## src/rtl/accel_pkg.sv

```systemverilog
// Shared constants and state encodings for the accelerator and its weight fetch path.
package accel_pkg;

    localparam int unsigned BURST_LEN_DEF = 16;
    localparam int unsigned DATA_W_DEF    = 16;
    localparam int unsigned ADDR_W_DEF    = 16;
    localparam int unsigned PE_COUNT      = BURST_LEN_DEF;

    typedef enum logic [1:0] {
        StIdle  = 2'd0,
        StReq   = 2'd1,
        StFill  = 2'd2,
        StValid = 2'd3
    } wf_state_e;

    typedef enum logic [1:0] {
        AccIdle    = 2'd0,
        AccLoadW   = 2'd1,
        AccCompute = 2'd2,
        AccDrain   = 2'd3
    } acc_state_e;

    function automatic int unsigned idx_width(input int unsigned n);
        return (n > 1) ? $clog2(n) : 1;
    endfunction

endpackage

```

## src/rtl/weight_buf.sv

```systemverilog
// Burst buffer: one write port, one registered read port; storage itself is not reset.
module weight_buf
    import accel_pkg::*;
#(
    parameter int unsigned Depth = BURST_LEN_DEF,
    parameter int unsigned Width = DATA_W_DEF
) (
    input  logic                        clk_i,
    input  logic                        rst_i,
    input  logic                        we_i,
    input  logic [idx_width(Depth)-1:0] waddr_i,
    input  logic [Width-1:0]            wdata_i,
    input  logic                        re_i,
    input  logic [idx_width(Depth)-1:0] raddr_i,
    output logic [Width-1:0]            rdata_o
);

    logic [Width-1:0] mem_q [Depth];
    logic [Width-1:0] rdata_q;

    always_ff @(posedge clk_i) begin
        if (we_i) begin
            mem_q[waddr_i] <= wdata_i;
        end
    end

    always_ff @(posedge clk_i or posedge rst_i) begin
        if (rst_i) begin
            rdata_q <= '0;
        end else if (re_i) begin
            rdata_q <= mem_q[raddr_i];
        end
    end

    assign rdata_o = rdata_q;

endmodule

```

## src/rtl/weight_fetch_responder.sv

```systemverilog
// Fetches one BURST_LEN-word weight burst from memory per request and serves it
// to the PE array from a local buffer.
module weight_fetch_responder
    import accel_pkg::*;
#(
    parameter int unsigned BURST_LEN = BURST_LEN_DEF,
    parameter int unsigned DATA_W    = DATA_W_DEF,
    parameter int unsigned ADDR_W    = ADDR_W_DEF
) (
    input  logic                            clk,
    input  logic                            rst,
    input  logic                            cfg_wr,
    input  logic [ADDR_W-1:0]               cfg_data,
    input  logic                            rd_req,
    output logic                            mem_req,
    output logic [ADDR_W-1:0]               mem_addr,
    input  logic                            mem_ready,
    input  logic [DATA_W-1:0]               mem_rdata,
    input  logic                            mem_rvalid,
    output logic                            dval,
    input  logic                            fifo_rd,
    input  logic [idx_width(BURST_LEN)-1:0] fifo_idx,
    output logic [DATA_W-1:0]               weight_out,
    output logic                            busy,
    output logic                            err
);

    localparam int unsigned IdxW = idx_width(BURST_LEN);

    wf_state_e         state_q, state_d;
    logic [ADDR_W-1:0] ptr_q, ptr_d;
    logic [IdxW-1:0]   cnt_q, cnt_d;
    logic              err_q, err_d;

    logic in_rest, in_busy, in_valid, beat, last_beat, cfg_accept, fetch_start, err_set;

    assign in_rest     = (state_q == StIdle) || (state_q == StValid);
    assign in_busy     = (state_q == StReq) || (state_q == StFill);
    assign in_valid    = (state_q == StValid);
    assign beat        = (state_q == StFill) && mem_rvalid;
    assign last_beat   = (cnt_q == IdxW'(BURST_LEN - 1));
    assign cfg_accept  = in_rest && cfg_wr;
    assign fetch_start = in_rest && rd_req && !cfg_wr;
    // Dropped strobes and out-of-window reads all count as protocol violations.
    assign err_set     = (in_busy && (cfg_wr || rd_req)) || (in_rest && cfg_wr && rd_req) ||
                         (fifo_rd && !in_valid);

    always_ff @(posedge clk or posedge rst) begin
        if (rst) begin
            state_q <= StIdle;
        end else begin
            state_q <= state_d;
        end
    end

    always_comb begin
        state_d = state_q;
        case (state_q)
            StIdle, StValid: begin
                if (cfg_wr) begin
                    state_d = StIdle;
                end else if (rd_req) begin
                    state_d = StReq;
                end
            end
            StReq: begin
                if (mem_ready) begin
                    state_d = StFill;
                end
            end
            StFill: begin
                if (beat && last_beat) begin
                    state_d = StValid;
                end
            end
            default: state_d = StIdle;
        endcase
    end

    always_comb begin
        mem_req  = (state_q == StReq);
        mem_addr = (state_q == StReq) ? ptr_q : '0;
        busy     = in_busy;
        dval     = in_valid;
        err      = err_q;
    end

    always_comb begin
        ptr_d = ptr_q;
        cnt_d = cnt_q;
        err_d = err_q;
        if (cfg_accept) begin
            ptr_d = cfg_data;
            err_d = 1'b0;
        end
        if (fetch_start) begin
            cnt_d = '0;
        end
        if (beat) begin
            if (last_beat) begin
                cnt_d = '0;
                ptr_d = ptr_q + ADDR_W'(BURST_LEN);
            end else begin
                cnt_d = cnt_q + IdxW'(1);
            end
        end
        if (err_set) begin
            err_d = 1'b1;
        end
    end

    always_ff @(posedge clk or posedge rst) begin
        if (rst) begin
            ptr_q <= '0;
            cnt_q <= '0;
            err_q <= 1'b0;
        end else begin
            ptr_q <= ptr_d;
            cnt_q <= cnt_d;
            err_q <= err_d;
        end
    end

    weight_buf #(
        .Depth (BURST_LEN),
        .Width (DATA_W)
    ) u_weight_buf (
        .clk_i   (clk),
        .rst_i   (rst),
        .we_i    (beat),
        .waddr_i (cnt_q),
        .wdata_i (mem_rdata),
        .re_i    (fifo_rd && in_valid),
        .raddr_i (fifo_idx),
        .rdata_o (weight_out)
    );

endmodule

```

## config.mk

```make
export PLATFORM = sky130hd
export DESIGN_NAME = weight_fetch_responder
export DESIGN_NICKNAME = d
export VERILOG_FILES = /design/src/rtl/accel_pkg.sv /design/src/rtl/weight_buf.sv /design/src/rtl/weight_fetch_responder.sv
export SDC_FILE = /design/constraint.sdc
export NUM_CORES = 1
export LEC_CHECK = 0
export CORE_MARGIN = 4
export CORE_UTILIZATION = 39
export CTS_BUF_LIST = sky130_fd_sc_hd__clkbuf_2 sky130_fd_sc_hd__clkbuf_4 sky130_fd_sc_hd__clkbuf_8
export CTS_CLUSTER_DIAMETER = 60
export DETAILED_ROUTE_END_ITERATION = 10
export PLACE_DENSITY = 0.69
export REMOVE_ABC_BUFFERS = 1
export SYNTH_ARGS = -nofsm -noshare
export SYNTH_HDL_FRONTEND = slang
export SYNTH_SLANG_ARGS = --single-unit
```

## constraint.sdc

```tcl
create_clock -name clk -period 3.1 [get_ports clk]
set_input_delay 0.93 -clock clk [delete_from_list [all_inputs] [get_ports clk]]
set_output_delay 0.93 -clock clk [all_outputs]
set_load 0.01 [all_outputs]
```

# Word level (Yosys, flattened, before mapping)
# Memories as Yosys holds them, arrays and structs flattened. A register that Yosys moved wholly into a read port is not among the register bits.
# Cells that the tools add are included.
# W data, S select, Z words.
[totals]
ff_bits = 23
ramBits = 256
input_bits = 43
output_inout_bits = 36
n_memories = 1
[memory_table]
columns = ["memory", "words", "word_bits", "read_ports", "rd_ports_with_merged_regs", "wr", "line_no", "text"]
rows = [
  ["u_weight_buf.mem_q", 16, 16, 1, 1, 1, "weight_buf.sv:18", "logic [Width-1:0] mem_q [Depth];"],
]
[classes]
addsub = 2
n_eq_ne = 7
muxes = 16
n_reduce_logical = 21
[op_table]
columns = ["operator", "n"]
rows = [
  ["$mux W16", 4],
  ["$add A16 B5 Y16 const B", 1],
  ["$mux W4", 3],
  ["$logic_and A1 B1 Y1", 9],
  ["$mux W2", 4],
  ["$pmux W2 S3", 1],
  ["$logic_or A1 B1 Y1", 5],
  ["$add A4 B1 Y4 const B", 1],
  ["$eq A2 B2 Y1 const B", 2],
  ["$eq A4 B4 Y1 const B", 1],
  ["$mux W1", 4],
  ["$ne A2 B1 Y1 const B", 2],
  ["$reduce_bool A2 Y1", 2],
  ["$ne A3 B3 Y1 const B", 1],
  ["$reduce_and A3 Y1", 1],
  ["$eq A2 B1 Y1 const B", 1],
  ["$logic_not A1 Y1", 2],
  ["$logic_not A2 Y1", 1],
  ["$reduce_or A2 Y1", 1],
]

# Logic depth before layout (Yosys ltp)
[logic_depth]
word_depth = 7
mapped_depth = 7
ltp_nobuf = 7

# Cells and area by module
# A second synthesis with hierarchy kept.
[unflattened]
hier_cells = 609
hier_area_um2 = 11858.9
[modules_own_cells]
columns = ["module", "n_inst", "cells_per_inst", "area_per_inst_um2"]
rows = [
  ["weight_buf", 1, 453, 10467.5],
  ["weight_fetch_responder", 1, 156, 1391.3],
]

# Least setup slack after synthesis
# Ideal clock, no wire load.
[synth_timing]
kind = "in2reg"
from = "input port mem_rvalid"
to = "memory u_weight_buf.mem_q[0][0] (netlist name) (enable)"
arrival_ps = 2516
required_ps = 2691
path_slack_ps = 174
cell_stages = 4
path_cell_list = "and2_1 -> buf_4 -> nand2_1 -> nor3_1"
[synth_via]
elab_chain_cells = 3
[synth_rtl]
columns = ["item", "line_no", "text"]
rows = [
  ["start, declared", "weight_fetch_responder.sv:19", "input logic mem_rvalid,"],
  ["$logic_and A1 B1 Y1", "weight_fetch_responder.sv:40", "assign beat = (state_q == StFill) && mem_rvalid;"],
  ["$mux W1", "weight_buf.sv:22", "if (we_i) begin"],
  ["$mux W1 (implied by the code)", "weight_buf.sv:23", "mem_q[waddr_i] <= wdata_i;"],
  ["end, declared", "weight_buf.sv:18", ""],
]
# No other way between the ends.

# Worst setup path after layout
[layout_timing]
from = "register state_q[0]"
to = "output port busy"
[layout_via]
elab_chain_cells = 2
elab_cells_between_ends = 3
[layout_rtl]
columns = ["item", "line_no", "text"]
rows = [
  ["start, declared", "weight_fetch_responder.sv:30", "wf_state_e state_q, state_d;"],
  ["start signal, assigned", "weight_fetch_responder.sv:50", "state_q <= StIdle;"],
  ["start signal, assigned", "weight_fetch_responder.sv:52", "state_q <= state_d;"],
  ["$eq A2 B1 Y1 / $eq A2 B2 Y1 (equally long branches)", "weight_fetch_responder.sv:38", "assign in_busy = (state_q == StReq) || (state_q == StFill);"],
  ["$logic_or A1 B1 Y1 *", "weight_fetch_responder.sv:38", ""],
  ["end, declared", "weight_fetch_responder.sv:24", "output logic busy,"],
]
# Every way passes the cells marked *; elsewhere a longest branch is shown, timed or not.

==> run summary <==
ROUTE
------------------------------------------------------------------------------------
Detailed Route WL .....................................................    27,700 µm
Remaining antenna violation count after routing .......................            0
Via density ...........................................................         5.27
Initial DRT Pass Iterations ...........................................            5
Count of vias placed by the detailed router ...........................        6,938
Number of remaining DRC errors ........................................            0
Iter 0 DRT Violations .................................................          636
Wire length per cell after detailed routing ...........................      21.0 µm

MIN PATH
------------------------------------------------------------------------------------
Number of stages on the worst hold path ...............................            2
Type of the worst min-delay path ...................................... flip-flop to flip-flop
Source of the worst hold timing path ..................................     ptr_q[0]
Hold EP ...............................................................     ptr_q[0]

CTS
------------------------------------------------------------------------------------
Post-CTS Setup Inserts ................................................            0
Clock tree root driver cell ...........................................     clkbuf_8
Clk pin slew, worst setup/hold paths ..................................        60 ps
Clock tree sinks ......................................................          295
Maximum clock path buffer count .......................................            3
Number of H-tree branching levels .....................................            2
Clock latency reported for the late side of the worst-skew pair .......       560 ps
Num CTS Buffers .......................................................           47
Clock tree from TritonCTS .............................................          yes

TIMING
------------------------------------------------------------------------------------
Setup violators final .................................................            0
Clock Skew ............................................................      25.3 ps
Setup slack after layout ..............................................       101 ps
Number of endpoints with negative hold slack in the final report ......            0
Max Clk Rate ..........................................................    0.333 GHz
Least-Margin Pin Slew .................................................       721 ps
Setup TNS .............................................................         0 ps
Slew HR ...............................................................        51.8%
Post-layout min period ................................................      3000 ps
Crit share post-route .................................................        96.7%
Fin. max-slew vios ....................................................            0
Unrepaired setup endpoints after global routing .......................        false

POWER AND IR DROP
------------------------------------------------------------------------------------
Clock power share .....................................................        32.7%
Pwr Density ...........................................................   693 nW/µm²
Switching fraction of total power .....................................        26.6%
Static Leak ...........................................................      5.25 nW
Internal power component ..............................................      7.35 mW
Share of power burned in combinational logic ..........................        18.4%
Switching Power .......................................................      2.66 mW
Largest vdd supply drop ...............................................   0.000309 V
Fraction of power consumed by sequential logic ........................        48.9%

GRT
------------------------------------------------------------------------------------
Met1 track demand over resource .......................................        22.6%
Top Usage Layer GRT ...................................................         met2
Antenna violations before repair ......................................            0
Largest net degree at the start of global routing .....................           75
Met3 track demand over resource in global routing .....................        2.89%
Grt ovf ...............................................................            0
Number of global-route vias before repair .............................        7,087
First-pass GRT wire length ............................................    42,200 µm
Global routing usage on met2 ..........................................        27.0%
Gr usage total ........................................................        16.4%

FINAL LAYOUT
------------------------------------------------------------------------------------
Fraction of final layout cells sized beyond drive strength 1 ..........        15.7%
Growth of design area from synthesis to finish ........................        21.5%
Nets@finish ...........................................................          940
Number of diodes ......................................................            0
Number of fill cells in the layout ....................................        2,484

PLACE
------------------------------------------------------------------------------------
Post-placement worst setup slack ......................................       391 ps
Routability-driven placement congestion ratio .........................        0.774
Port buffer count .....................................................           78
Post-detail-place hpwl ................................................    17,700 µm

CRITICAL PATH
------------------------------------------------------------------------------------
Type of the setup path with the least slack ........................... flip-flop to output port
CP Launch Type ........................................................    flip-flop
Worst flop-to-flop path endpoint ......................................    ptr_q[13]
Max FO, Critical Path .................................................            5
Sort of element at the end of the critical path .......................  output port
Reg2reg path depth ....................................................            7
Worst EP arrival ......................................................      2070 ps
Origin of the critical flop-to-flop path ..............................   state_q[0]
Worst reg-to-reg setup slack ..........................................      1040 ps
CP Data Required Time .................................................      2170 ps

FLOORPLAN
------------------------------------------------------------------------------------
Die W .................................................................       183 µm
Die span in y .........................................................       183 µm
I/O pin count .........................................................           79
Total number of placement rows ........................................           63
Starting density of the core ..........................................        39.8%
Area inside the core boundary .........................................   29,900 µm²
Die area ..............................................................   33,300 µm²

LOGIC SYNTHESIS
------------------------------------------------------------------------------------
Share of flip-flops with an asynchronous set or reset after synthesis .        13.2%
Netlist Area Pre-Place ................................................   11,900 µm²
XOR/XNOR Fraction of Synth Area .......................................           0%
Portion of the post-synthesis area used by sequential elements ........        72.9%
Unique masters post-synth .............................................           43
Post-Synth Simple-Gate Area ...........................................        7.65%
Leading register cell type out of synthesis ...........................     edfxtp_1
Post-synthesis mux area share .........................................        11.1%
Synth area leaders .................................................... edfxtp_1 65%, mux2i_1 11%, dfrtp_1 8.2%, a22oi_1 3.0%, nand2_1 2.3%
Main combinational cell family by area after synthesis ................ multiplexers
Count of flip-flops with a built-in enable after synthesis ............          256
Count of mapped cells out of synthesis ................................          762
Compound-Gate Fraction of Synth Area ..................................        5.46%
Seq cells post-synth ..................................................          295
Mean Syn Cell Area ....................................................     15.6 µm²
Adder-cell share of the synthesized area ..............................       0.843%
Count of synthesis-stage warnings from yosys ..........................            0
Most area-hungry cell type in the Yosys netlist .......................     edfxtp_1
Portion of synthesized cell area occupied by the leading cell type ....        64.7%

OUTCOME
------------------------------------------------------------------------------------
Result of the run ..................................................... complete, no violations

RUN
------------------------------------------------------------------------------------
Max-Cap Viols .........................................................            0

cell usage after synthesis (3+ instances only):
library cell,count
clkbuf_1,15
o211ai_1,3
dfrtp_1,39
inv_1,9
ha_1,8
nand4_1,18
mux2i_1,130
nor3_1,5
a311oi_1,3
nor2_1,21
nand2_1,74
nand3_1,36
and4_1,4
o21ai_0,6
and3_1,4
o22ai_1,3
buf_2,16
and2_1,19
a21oi_1,7
buf_4,8
nor2b_1,3
a211oi_1,5
edfxtp_1,256
a22oi_1,48
worst max path at each step:
stage / start / to
floorplan: mem_rvalid / u_weight_buf.mem_q[0][0]
global placement: mem_rvalid / ptr_q[13]
detailed placement: mem_rvalid / ptr_q[13]
CTS: state_q[1] / mem_addr[6]
global route: state_q[0] / busy
finish: state_q[0] / busy
metrics by stage:
step	hold slack (ps)	instance area (µm²)	total power, mW	utilization, %	std cells
finish	477	14400	10.0	48.3	1317
global route	515	14400	10.5	48.3	1317
CTS	476	14400	10.1	48.3	1317
detailed placement	457	13500	6.81	45.1	1230
global placement	458	13500	6.78	45.1	1230
floorplan	437	11700	5.81	-	722
cells by family after synthesis:
kind of cell | after synthesis
flops | 295
simple gates | 189
mux | 131
compound gates | 89
buf+inv | 50
fa+ha+maj | 8
worst max-delay path, stage by stage, from the launching register on:
cell             delay (ps)
dfrtp_1                 440
inv_1                    70
ha_1                    350
inv_1                   120
clkdlybuf4s50_1         550
final cells by class:
| class | count | area, µm² | area share (%) |
|---|---|---|---|
| Timing Repair Buffer | 118 | 1260 | 8.71 |
| Clock buffer | 75 | 895 | 6.20 |
| Tap cell | 390 | 488 | 3.38 |
| Clock inverter | 12 | 57.6 | 0.399 |
| Inverter | 10 | 37.5 | 0.260 |
| Sequential cell | 295 | 8660 | 60.0 |
| Multi-Input combinational cell | 417 | 3040 | 21.0 |
power groups by stage:
stage               registers, mW  logic (mW)  clock network (mW)
floorplan                    4.95       0.860                   0
global placement             4.96        1.81                   0
detailed placement           4.97        1.84                   0
CTS                          4.89        1.85                3.34
global route                 4.94        2.00                3.53
finish                       4.89        1.84                3.27
registers in the layout, indices dropped and copies added (netlist names):
| register | cells |
|---|---|
| u_weight_buf.mem_q | 256 |
| u_weight_buf.rdata_o | 16 |
| ptr_q | 16 |
| state_q | 2 |
| cnt_q | 4 |
| err | 1 |
what timing repair did:
action	CTS	global route
setup endpoints to repair	16	16
endpoints found under the hold margin	0	0
hold buffers	0	0
resized for setup	1	1
placed cells by master (no fill, tap or decap), types with 5 or more instances in the layout:
master             n
a22oi_1           48
inv_1              8
nand4_1           18
a211oi_1           5
nand3_1           36
clkbuf_4          22
mux2i_1          130
nor3_2             5
ha_1               7
buf_4             26
edfxtp_1         256
buf_12            14
nor2_1             9
and2_1            19
nand2_1           74
o21ai_0            6
clkdlybuf4s50_1   77
clkbuf_8          53
dfrtp_1           39
a21oi_1            7
clkinv_1           7
nor2_2            12
routing by layer:
layer  share of wire (%)  wire, µm  up-vias
li1                    -         -     3201
met1                  43     11900     3472
met2                  49     13600      233
met3                 6.4      1780       32
met4                 1.4       382        0
met5                   0         0        -
(Power assumes the default switching activity.)
